[src/rtl/register_bank.sv]
// register_bank
//
// Bank of NREGS control/status registers behind a single-cycle write /
// registered-read host bus. Each slot is either a writable register (with
// optional self-clearing pulse bits) or a read-only window onto a status
// input. Every request is answered one cycle later with an ack pulse, an
// err qualifier and, for reads, the registered read data.
//
// Ports:
//   clock      in   rising-edge system clock
//   reset      in   synchronous, active-high reset
//   wr         in   write request qualifier (single cycle)
//   rd         in   read request qualifier (single cycle)
//   adr        in   [ADRSIZE]        bus address, sampled with wr/rd
//   bus_wr     in   [REGSIZE]        write data
//   bus_rd     out  [REGSIZE]        registered read data, holds until next read
//   ack        out  one-cycle completion pulse for any wr and/or rd
//   err        out  qualifies ack: address miss or write to read-only slot
//   regs       out  [NREGS*REGSIZE]  flattened register contents (RO slots = 0)
//   status     in   [NREGS*REGSIZE]  flattened status inputs for RO slots
//   wr_strobe  out  [NREGS]          per-register one-cycle write pulse

module register_bank #(
    parameter int                         ADRSIZE    = 8,
    parameter int                         REGSIZE    = 32,
    parameter int                         NREGS      = 8,
    parameter int                         BASEADR    = 0,
    parameter logic [NREGS*REGSIZE-1:0]   INIT       = '0,
    parameter logic [NREGS-1:0]           RO_MASK    = '0,
    parameter logic [NREGS*REGSIZE-1:0]   PULSE_MASK = '0
) (
    input  logic                        clock,
    input  logic                        reset,
    input  logic                        wr,
    input  logic                        rd,
    input  logic [ADRSIZE-1:0]          adr,
    input  logic [REGSIZE-1:0]          bus_wr,
    output logic [REGSIZE-1:0]          bus_rd,
    output logic                        ack,
    output logic                        err,
    output logic [NREGS*REGSIZE-1:0]    regs,
    input  logic [NREGS*REGSIZE-1:0]    status,
    output logic [NREGS-1:0]            wr_strobe
);

    // Address is widened by one bit so BASEADR+NREGS never wraps when the
    // bank ends exactly at the top of the address space.
    logic [ADRSIZE:0]                   adr_ext;
    logic [NREGS-1:0]                   sel;
    logic [NREGS-1:0]                   wr_sel;
    logic                               hit;
    logic                               ro_hit;
    logic [NREGS-1:0][REGSIZE-1:0]      rd_val;
    logic [REGSIZE-1:0]                 rd_mux;

    logic [REGSIZE-1:0]                 bus_rd_p1;
    logic                               ack_p1;
    logic                               err_p1;
    logic [NREGS-1:0]                   wr_strobe_p1;

    assign adr_ext = {1'b0, adr};

    // A one-hot compare per slot is equivalent to the range check plus
    // offset decode, and never looks at offset bits beyond the bank.
    assign hit    = |sel;
    assign ro_hit = |(sel & RO_MASK);

    genvar gi;
    generate
        for (gi = 0; gi < NREGS; gi++) begin : g_slot
            localparam logic [ADRSIZE:0] SLOT_ADR = (ADRSIZE+1)'(BASEADR + gi);

            assign sel[gi] = (adr_ext == SLOT_ADR);

            if (RO_MASK[gi]) begin : g_ro
                assign wr_sel[gi]                       = 1'b0;
                assign regs[gi*REGSIZE +: REGSIZE]      = '0;
                assign rd_val[gi] = sel[gi] ? status[gi*REGSIZE +: REGSIZE] : '0;
            end else begin : g_rw
                localparam logic [REGSIZE-1:0] INIT_I  = INIT[gi*REGSIZE +: REGSIZE];
                localparam logic [REGSIZE-1:0] PULSE_I = PULSE_MASK[gi*REGSIZE +: REGSIZE];

                logic [REGSIZE-1:0] q_p1;
                logic               unused_status;

                assign unused_status = ^status[gi*REGSIZE +: REGSIZE];
                assign wr_sel[gi]    = wr & sel[gi];

                // Stage p0 -> p1: register storage. Pulse bits are cleared on
                // every cycle the register is not being written.
                always_ff @(posedge clock) begin
                    if (reset) begin
                        q_p1 <= INIT_I;
                    end else if (wr_sel[gi]) begin
                        q_p1 <= bus_wr;
                    end else begin
                        q_p1 <= q_p1 & ~PULSE_I;
                    end
                end

                assign regs[gi*REGSIZE +: REGSIZE] = q_p1;
                // Read sees q_p1 before this cycle's write lands.
                assign rd_val[gi] = sel[gi] ? q_p1 : '0;
            end
        end
    endgenerate

    // At most one slot is selected, so an OR across slots is the read mux.
    always_comb begin
        rd_mux = '0;
        for (int i = 0; i < NREGS; i++) begin
            rd_mux = rd_mux | rd_val[i];
        end
    end

    // Stage p0 -> p1: bus response.
    always_ff @(posedge clock) begin
        if (reset) begin
            bus_rd_p1    <= '0;
            ack_p1       <= 1'b0;
            err_p1       <= 1'b0;
            wr_strobe_p1 <= '0;
        end else begin
            ack_p1       <= wr | rd;
            err_p1       <= (wr & (~hit | ro_hit)) | (rd & ~hit);
            wr_strobe_p1 <= wr_sel;
            if (rd) begin
                bus_rd_p1 <= hit ? rd_mux : '0;
            end
        end
    end

    assign bus_rd    = bus_rd_p1;
    assign ack       = ack_p1;
    assign err       = err_p1;
    assign wr_strobe = wr_strobe_p1;

endmodule
[config.mk]
export PLATFORM = sky130hd
export DESIGN_NAME = register_bank
export DESIGN_NICKNAME = d
export VERILOG_FILES = /design/src/rtl/register_bank.sv
export SDC_FILE = /design/constraint.sdc
export NUM_CORES = 1
export LEC_CHECK = 0
export CORE_AREA = 2 2 234 236
export DETAILED_ROUTE_END_ITERATION = 10
export DIE_AREA = 0 0 236 238
export DONT_BUFFER_PORTS = 1
export GPL_TIMING_DRIVEN = 0
export SLEW_MARGIN = 20
export SYNTH_ARGS = -nofsm -noshare
export SYNTH_HDL_FRONTEND = slang
export SYNTH_SLANG_ARGS = --single-unit
[constraint.sdc]
create_clock -name clock -period 2.4 [get_ports clock]
set_input_delay 0.48 -clock clock [delete_from_list [all_inputs] [get_ports clock]]
set_output_delay 0.48 -clock clock [all_outputs]
set_load 0.02 [all_outputs]
# --- Word level (Yosys, flattened, before mapping) ---
# Index checks and enable logic that the tools add are counted.
op_classes:
  n_eq_ne: 7
  mux: 9
  bitwise_logic: 20
  reduce_logical: 2
ops:
  columns: ["cell", "n"]
  rows:
  - ["2-to-1 mux 32 bit", 9]
  - ["bitwise OR 32 bit", 7]
  - ["== test 8 x 3 -> 1 bit (second input constant)", 4]
  - ["== test 8 x 2 -> 1 bit (second input constant)", 2]
  - ["AND 1 bit", 10]
  - ["logical NOT 9 bit", 1]
  - ["== test 8 x 1 -> 1 bit (second input constant)", 1]
  - ["OR reduction 8 bit", 1]
  - ["bitwise OR 1 bit", 2]
  - ["NOT 1 bit", 1]
totals:
  ff_bits: 298
  inputBits: 300
  out_inout_bits: 298
  word_cells: 50

# --- Depth between registers and ports, before layout ---
# Gate-level depths: netlist of run 1.
logic_depth:
  ltp_word: 10
  ltp_mapped: 8
  depth_no_buf: 4

# --- Worst setup path before layout of run 1 ---
# Ideal clock, no wire load.
synth_timing:
  path_type: "input to register"
  startpoint: "input adr[4]"
  endpoint: "register g_slot[1].g_rw.q_p1[26]"
  arrival_time_ns: 1.841
  required_ns: 2.268
  slack_ns: 0.427
  stages: 8
  n_path_buf: 4
  cell_sequence: "or3_1 > buf_2 > buf_6 > or3_1 > buf_2 > buf_6 > nand2_1 > a21oi_1"
synth_via:
  elab_chain_cells: 2
synth_lines:
  columns: ["element", "line", "text"]
  rows:
  - ["start, declared", "36", "input logic [ADRSIZE-1:0] adr,"]
  - ["== test 8 x 1 -> 1 bit", "73", "assign sel[gi] = (adr_ext == SLOT_ADR);"]
  - ["AND 1 bit", "87", "assign wr_sel[gi] = wr & sel[gi];"]
  - ["end signal, assigned", "95", "q_p1 <= bus_wr;"]
  - ["end signal, assigned", "97", "q_p1 <= q_p1 & ~PULSE_I;"]
  - ["end, declared", "83", "logic [REGSIZE-1:0] q_p1;"]
# No other way between the ends.
# A chain may end at the register's enable or synchronous reset.

# --- Final worst setup path of run 1 ---
layout_timing:
  startpoint: "input adr[4]"
  endpoint: "register bus_rd_p1[17] (netlist: bus_rd[17])"
layout_via:
  elab_chain_cells: 10
layout_lines:
  columns: ["element", "line", "text"]
  rows:
  - ["== test 8 x 1 -> 1 bit or logical NOT 9 bit (tied branches)", "73", null]
  - ["2-to-1 mux 32 bit", "103", "assign rd_val[gi] = sel[gi] ? q_p1 : '0;"]
  - ["bitwise OR 32 bit (7 in series)", "112", "rd_mux = rd_mux | rd_val[i];"]
  - ["2-to-1 mux 32 bit (*)", "128", "bus_rd_p1 <= hit ? rd_mux : '0;"]
  - ["end signal, assigned", "128", null]
  - ["end, declared", "56", "logic [REGSIZE-1:0] bus_rd_p1;"]
# Every way passes the cells marked *; elsewhere a longest branch is shown, timed or not.

==> results.yml, run 1 <==
global_routing:
  grt_max_degree: 13
  grt_antenna_before_repair: 4
  vias_in_the_first_global_route: 11002
  grt_util_met2: 0.338
  busiest_layer_in_global_routing: "met2"
  grt.met1_usage: 0.236
  grt.total_usage: 0.206
  first_pass_grt_wire_length_um: 82500
  grt_remaining_overflow: 0
  globalRouteMet3Util: 0.0894
critical_path:
  timing.rr.start: "g_slot[5].g_rw.q_p1[1]"
  regToRegEndpoint: "bus_rd[1]"
  reg2reg_setup_slack_ns: 1.01
  reg2reg_depth: 4
  critPathKind: "input pin to register"
  startpoint: "adr[4]"
  crit_required_ns: 2.85
  path_max_fanout: 11
  timing.critical_path.to_type: "register"
  cp-start-kind: "input pin"
  cp_data_arrival_time_ns: 2.83
placement:
  gp_routability_congestion: 0.873
  numPortBuffers: 0
  post_dp_cell_area_mm2: 0.0132
  detailed_place_hpwl_um: 45800
  pre_cts_ws_ns: -0.389
clock_tree:
  cts_setup_buffers: 0
  number_of_h_tree_levels: 2
  insertion_delay_ns: 0.56
  clockBufferDepth: 3
  cts-hold-fix-buffers: 0
  cts_root_buf: "clkbuf_16"
  cts_tree: "done"
  cts_num_sinks: 298
  cts.repair.resized: 0
  clock_buffers_created_by_tritoncts: 37
  cts.reportedPaths.clkPinSlew_ns: 0.06
routing:
  routed_wl_per_cell_um: 26.0
  ant_nets: 0
  dr.first_iter.drc_count: 1042
  route.vias.total: 11568
  drt-total-wl_um: 60200
  drc: 0
  drtPass1Iterations: 7
  route.detailed.vias_per_inst: 5.00
floorplanning:
  boundaryPins: 598
  fp.dieH_um: 238
  initial_core_util: 0.230
  floorplan.rows: 85
  fp.dieArea_mm2: 0.0562
  core_mm2: 0.0535
  chipWidth_um: 236
final_layout:
  filler_cell_count: 5806
  multi_input_area_mm2: 0.00553
  fin_area_mm2: 0.0145
  final_cell_mix: "nand2_1, dfxtp_1, a21oi_1"
  final_core_util: 0.271
  syn2layout_area_growth_pct: 17.8
  final_layout_size_suffix_gt1_frac: 0.103
  register_area_mm2: 0.00597
  layout_commonest_cell: "nand2_1"
  net_count_final: 1887
synthesis:
  mappedNetlistNets: 1848
  yosys_warnings: 0
  post_synth.cell_area_avg_um2: 7.94
  syn-instance-count: 1548
  sequential_area_share_after_synthesis: 0.486
  library_cells_used_by_synthesis: 16
  netlist_area_mm2: 0.0123
  synth.ff_latch_count: 298
timing:
  finalHoldWorstSlack_ns: 0.242
  fin_crit_sh: 0.990
  max_freq_ghz: 0.421
  report.final.setup_viol: 0
  final.min_clock_period_ns: 2.38
  rsz_0062_raised_after_global_routing: "false"
  finClkSkew_ns: 0.0254
  hold_viol: 0
  timing_worst_slew_pin_value_ns: 1.14
  max-slew-margin-rel: 0.239
  finalSetupTns_ns: 0
  worst_slack_ns: 0.0232
  final_max_slew_viol_count: 0
hold_path:
  hp-start: "rd"
  hold_path.class: "input pin to register"
  hold_end: "ack"
  hold_depth: 2
run:
  drv.max_cap_violation_count: 0
power:
  powerDensity_mw_per_mm2: 791
  ir_worst_vdd_v: 0.000378
  leakage_power_total_nw: 4.82
outcome:
  run_status: "completed"
-- layout make-up --
type	count	share of cell area
clock buffer	54	0.0761
multi-input combinational	1093	0.382
tap	696	0.0602
clock inverter	13	0.0141
sequential	298	0.412
antenna	4	0.000692
buffer	157	0.0548
-- where the power goes --
group          total (W)  internal [W]  switching [W]
clock            0.00598       0.00365        0.00233
combinational   0.000493      0.000105       0.000388
sequential       0.00497       0.00495      0.0000175
-- synthesized netlist by cell type --
master | n | share of area
a21oi_1 | 256 | 0.10
buf_1 | 2 | 0.00061
buf_2 | 85 | 0.035
buf_6 | 13 | 0.012
clkbuf_1 | 57 | 0.017
dfxtp_1 | 298 | 0.49
mux2i_1 | 128 | 0.10
nand2_1 | 544 | 0.17
nand3b_1 | 3 | 0.0018
nor2_1 | 43 | 0.013
nor3_1 | 2 | 0.00081
nor3_2 | 8 | 0.0065
o21ai_0 | 32 | 0.013
o22ai_1 | 64 | 0.033
or3_1 | 10 | 0.0051
or3b_1 | 3 | 0.0021
-- cell families after synthesis --
kind of cell / after synthesis / share of synthesized area
mux: 128 / 0.104
compound gates: 352 / 0.150
flops: 298 / 0.486
buf+inv: 157 / 0.0646
simple gates: 613 / 0.196
-- flip-flops by register name, indices dropped and copies added, names as in the netlist --
register and count:
ack 1, err 1, wr_strobe 8, g_slot.g_rw.q_p1 256
bus_rd 32
-- worst max-delay path, cell delays in order --
cell      delay, ns
or3_1          0.43
buf_2          0.20
nor3_1         0.46
nand3b_1       0.42
clkbuf_1       0.50
o21ai_0        0.32
-- per-stage QoR --
step           cells  total power [W]
2_1_floorplan   1548          0.00535
3_3_place_gp    2244          0.00556
3_5_place_dp    2244          0.00557
4_1_cts         2311           0.0115
5_1_grt         2312           0.0117
6_report        2315           0.0114
-- worst max-delay path by stage --
stage / end
6_report: bus_rd[17]
5_1_grt: bus_rd[19]
4_1_cts: bus_rd[17]
3_5_place_dp: bus_rd[17]
3_3_place_gp: bus_rd[11]
2_1_floorplan: g_slot[1].g_rw.q_p1[26]
-- routing by layer --
| metal | up-vias | part of all wire | routed length [µm] |
|---|---|---|---|
| li1 | 5219 | - | - |
| met1 | 5588 | 0.37 | 22500 |
| met2 | 651 | 0.47 | 28100 |
| met3 | 106 | 0.13 | 7590 |
| met4 | 4 | 0.034 | 2070 |
| met5 | - | 0.00045 | 27 |
No activity file was read; power rests on OpenSTA's default activity.
==> run 2, diff against run 1 <==
- CAP_MARGIN: not set -> 20
==> results of run 2 <==
No change in the layout: final DEF, timing and power equal those of run 1.
==> run 3, diff against run 2 <==
- PLACE_DENSITY: not set -> 0.38
==> results.yml, run 3 (same netlist as run 1, synthesis figures left out) <==
final_layout:
  final_layout_size_suffix_gt1_frac: 0.102
  filler_cell_count: 5911
  net_count_final: 1889
  register_area_mm2: 0.00597
  multi_input_area_mm2: 0.00553
  final_cell_mix: "nand2_1, dfxtp_1, a21oi_1"
  final_core_util: 0.270
  largest_register_ff_count: 256
  syn2layout_area_growth_pct: 17.4
  largest_register: "g_slot.g_rw.q_p1"
  layout_commonest_cell: "nand2_1"
clock_tree:
  clock_buffers_created_by_tritoncts: 39
  cts_tree: "done"
  cts-hold-fix-buffers: 0
  cts_num_sinks: 298
  cts.reportedPaths.clkPinSlew_ns: 0.05
  cts_setup_buffers: 0
  insertion_delay_ns: 0.56
  cts.repair.resized: 0
  cts_root_buf: "clkbuf_16"
  number_of_h_tree_levels: 2
  clockBufferDepth: 3
routing:
  route.vias.total: 11207
  drc: 0
  dr.first_iter.drc_count: 757
  drt-total-wl_um: 63500
  route.detailed.vias_per_inst: 4.84
  ant_nets: 0
  drtPass1Iterations: 5
  routed_wl_per_cell_um: 27.4
global_routing:
  vias_in_the_first_global_route: 10567
  grt.total_usage: 0.220
  busiest_layer_in_global_routing: "met2"
  globalRouteMet3Util: 0.0788
  grt_max_degree: 12
  grt.met1_usage: 0.264
  grt_remaining_overflow: 0
  grt_util_met2: 0.356
  grt_antenna_before_repair: 0
  first_pass_grt_wire_length_um: 86600
placement:
  numPortBuffers: 0
  detailed_place_hpwl_um: 45000
  gp_routability_congestion: 0.793
  pre_cts_ws_ns: -0.477
critical_path:
  crit_required_ns: 2.79
  timing.rr.start: "g_slot[2].g_rw.q_p1[16]"
  cp_data_arrival_time_ns: 2.57
  critPathKind: "input pin to register"
  reg2reg_depth: 4
  cp_slowest_cell: "buf_1"
  worst_path_largest_cell_delay_ns: 0.90
  reg2reg_setup_slack_ns: 1.12
  buffer_and_inverter_count_on_the_worst_path: 2
  path_max_fanout: 10
  cp-start-kind: "input pin"
  path_cells: "or3b_1, clkbuf_1, buf_1, o22ai_1, nor2_1, o21ai_0"
  crit_family: "buffers and inverters"
  timing.critical_path.to_type: "register"
  regToRegEndpoint: "bus_rd[16]"
power:
  ir_worst_vdd_v: 0.000386
  pwr-share-comb: 0.044
  power.switching_w: 0.00279
  pwr-share-seq: 0.436
  power_switching_share: 0.245
  clkPwrFrac: 0.519
  powerDensity_mw_per_mm2: 790
  leakage_power_total_nw: 4.80
  report.power.total_w: 0.0114
  internal-power_w: 0.00861
timing:
  final_max_slew_viol_count: 0
  finClkSkew_ns: 0.0169
  finalSetupTns_ns: 0
  max_freq_ghz: 0.460
  max-slew-margin-rel: 0.246
  report.final.setup_viol: 0
  fin_crit_sh: 0.907
  timing_worst_slew_pin_value_ns: 1.13
  hold_viol: 0
  rsz_0062_raised_after_global_routing: "false"
  worst_slack_ns: 0.224
  final.min_clock_period_ns: 2.18
hold_path:
  hold_path.class: "input pin to register"
  hp-start: "wr"
  hold_depth: 2
  hold_end: "ack"
floorplanning:
  floorplan.rows: 85
  chipWidth_um: 236
  boundaryPins: 598
  fp.dieArea_mm2: 0.0562
  initial_core_util: 0.230
  fp.dieH_um: 238
  core_mm2: 0.0535
outcome:
  run_status: "completed"
run:
  drv.max_cap_violation_count: 0
## run 3: worst max path at each step
| stage | from | end | slack [ns] | cells past startpoint |
|---|---|---|---|---|
| floorplan | adr[4] | g_slot[1].g_rw.q_p1[26] | 0.43 | 8 |
| global placement | adr[2] | bus_rd[16] | -0.45 | 6 |
| detailed placement | adr[2] | bus_rd[21] | -0.48 | 6 |
| CTS | adr[2] | bus_rd[21] | 0.12 | 6 |
| global route | adr[2] | bus_rd[16] | 0.11 | 6 |
| finish | adr[2] | bus_rd[16] | 0.22 | 6 |
## run 3: per-stage QoR
stage	cell area, µm²	hold slack, ns	instances
5_1_grt	14400	0.133	2313
4_1_cts	14400	0.102	2313
2_1_floorplan	12300	0.534	1548
6_report	14400	0.127	2314
3_5_place_dp	13200	0.558	2244
3_3_place_gp	13200	0.553	2244
## run 3: layout make-up
class,instances,share of cell area
Clock inverter,10,0.00711
Multi-Input combinational cell,1093,0.383
Sequential cell,298,0.413
Buffer,157,0.0551
Antenna cell,1,0.000173
Clock buffer,59,0.0807
Tap cell,696,0.0604
## run 3: per-layer routing
metal / vias up / part of all wire
met5: - / 0
met4: 0 / 0.037
met3: 108 / 0.10
met2: 484 / 0.46
met1: 5381 / 0.40
li1: 5234 / -
## run 3: power by group through the flow
stage	Sequential (W)	Clock, W	Combinational (W)
global route	0.00497	0.00626	0.000532
floorplan	0.00508	0	0.000275
detailed placement	0.00508	0	0.000511
finish	0.00497	0.00592	0.000504
CTS	0.00497	0.00606	0.000513
global placement	0.00508	0	0.000508
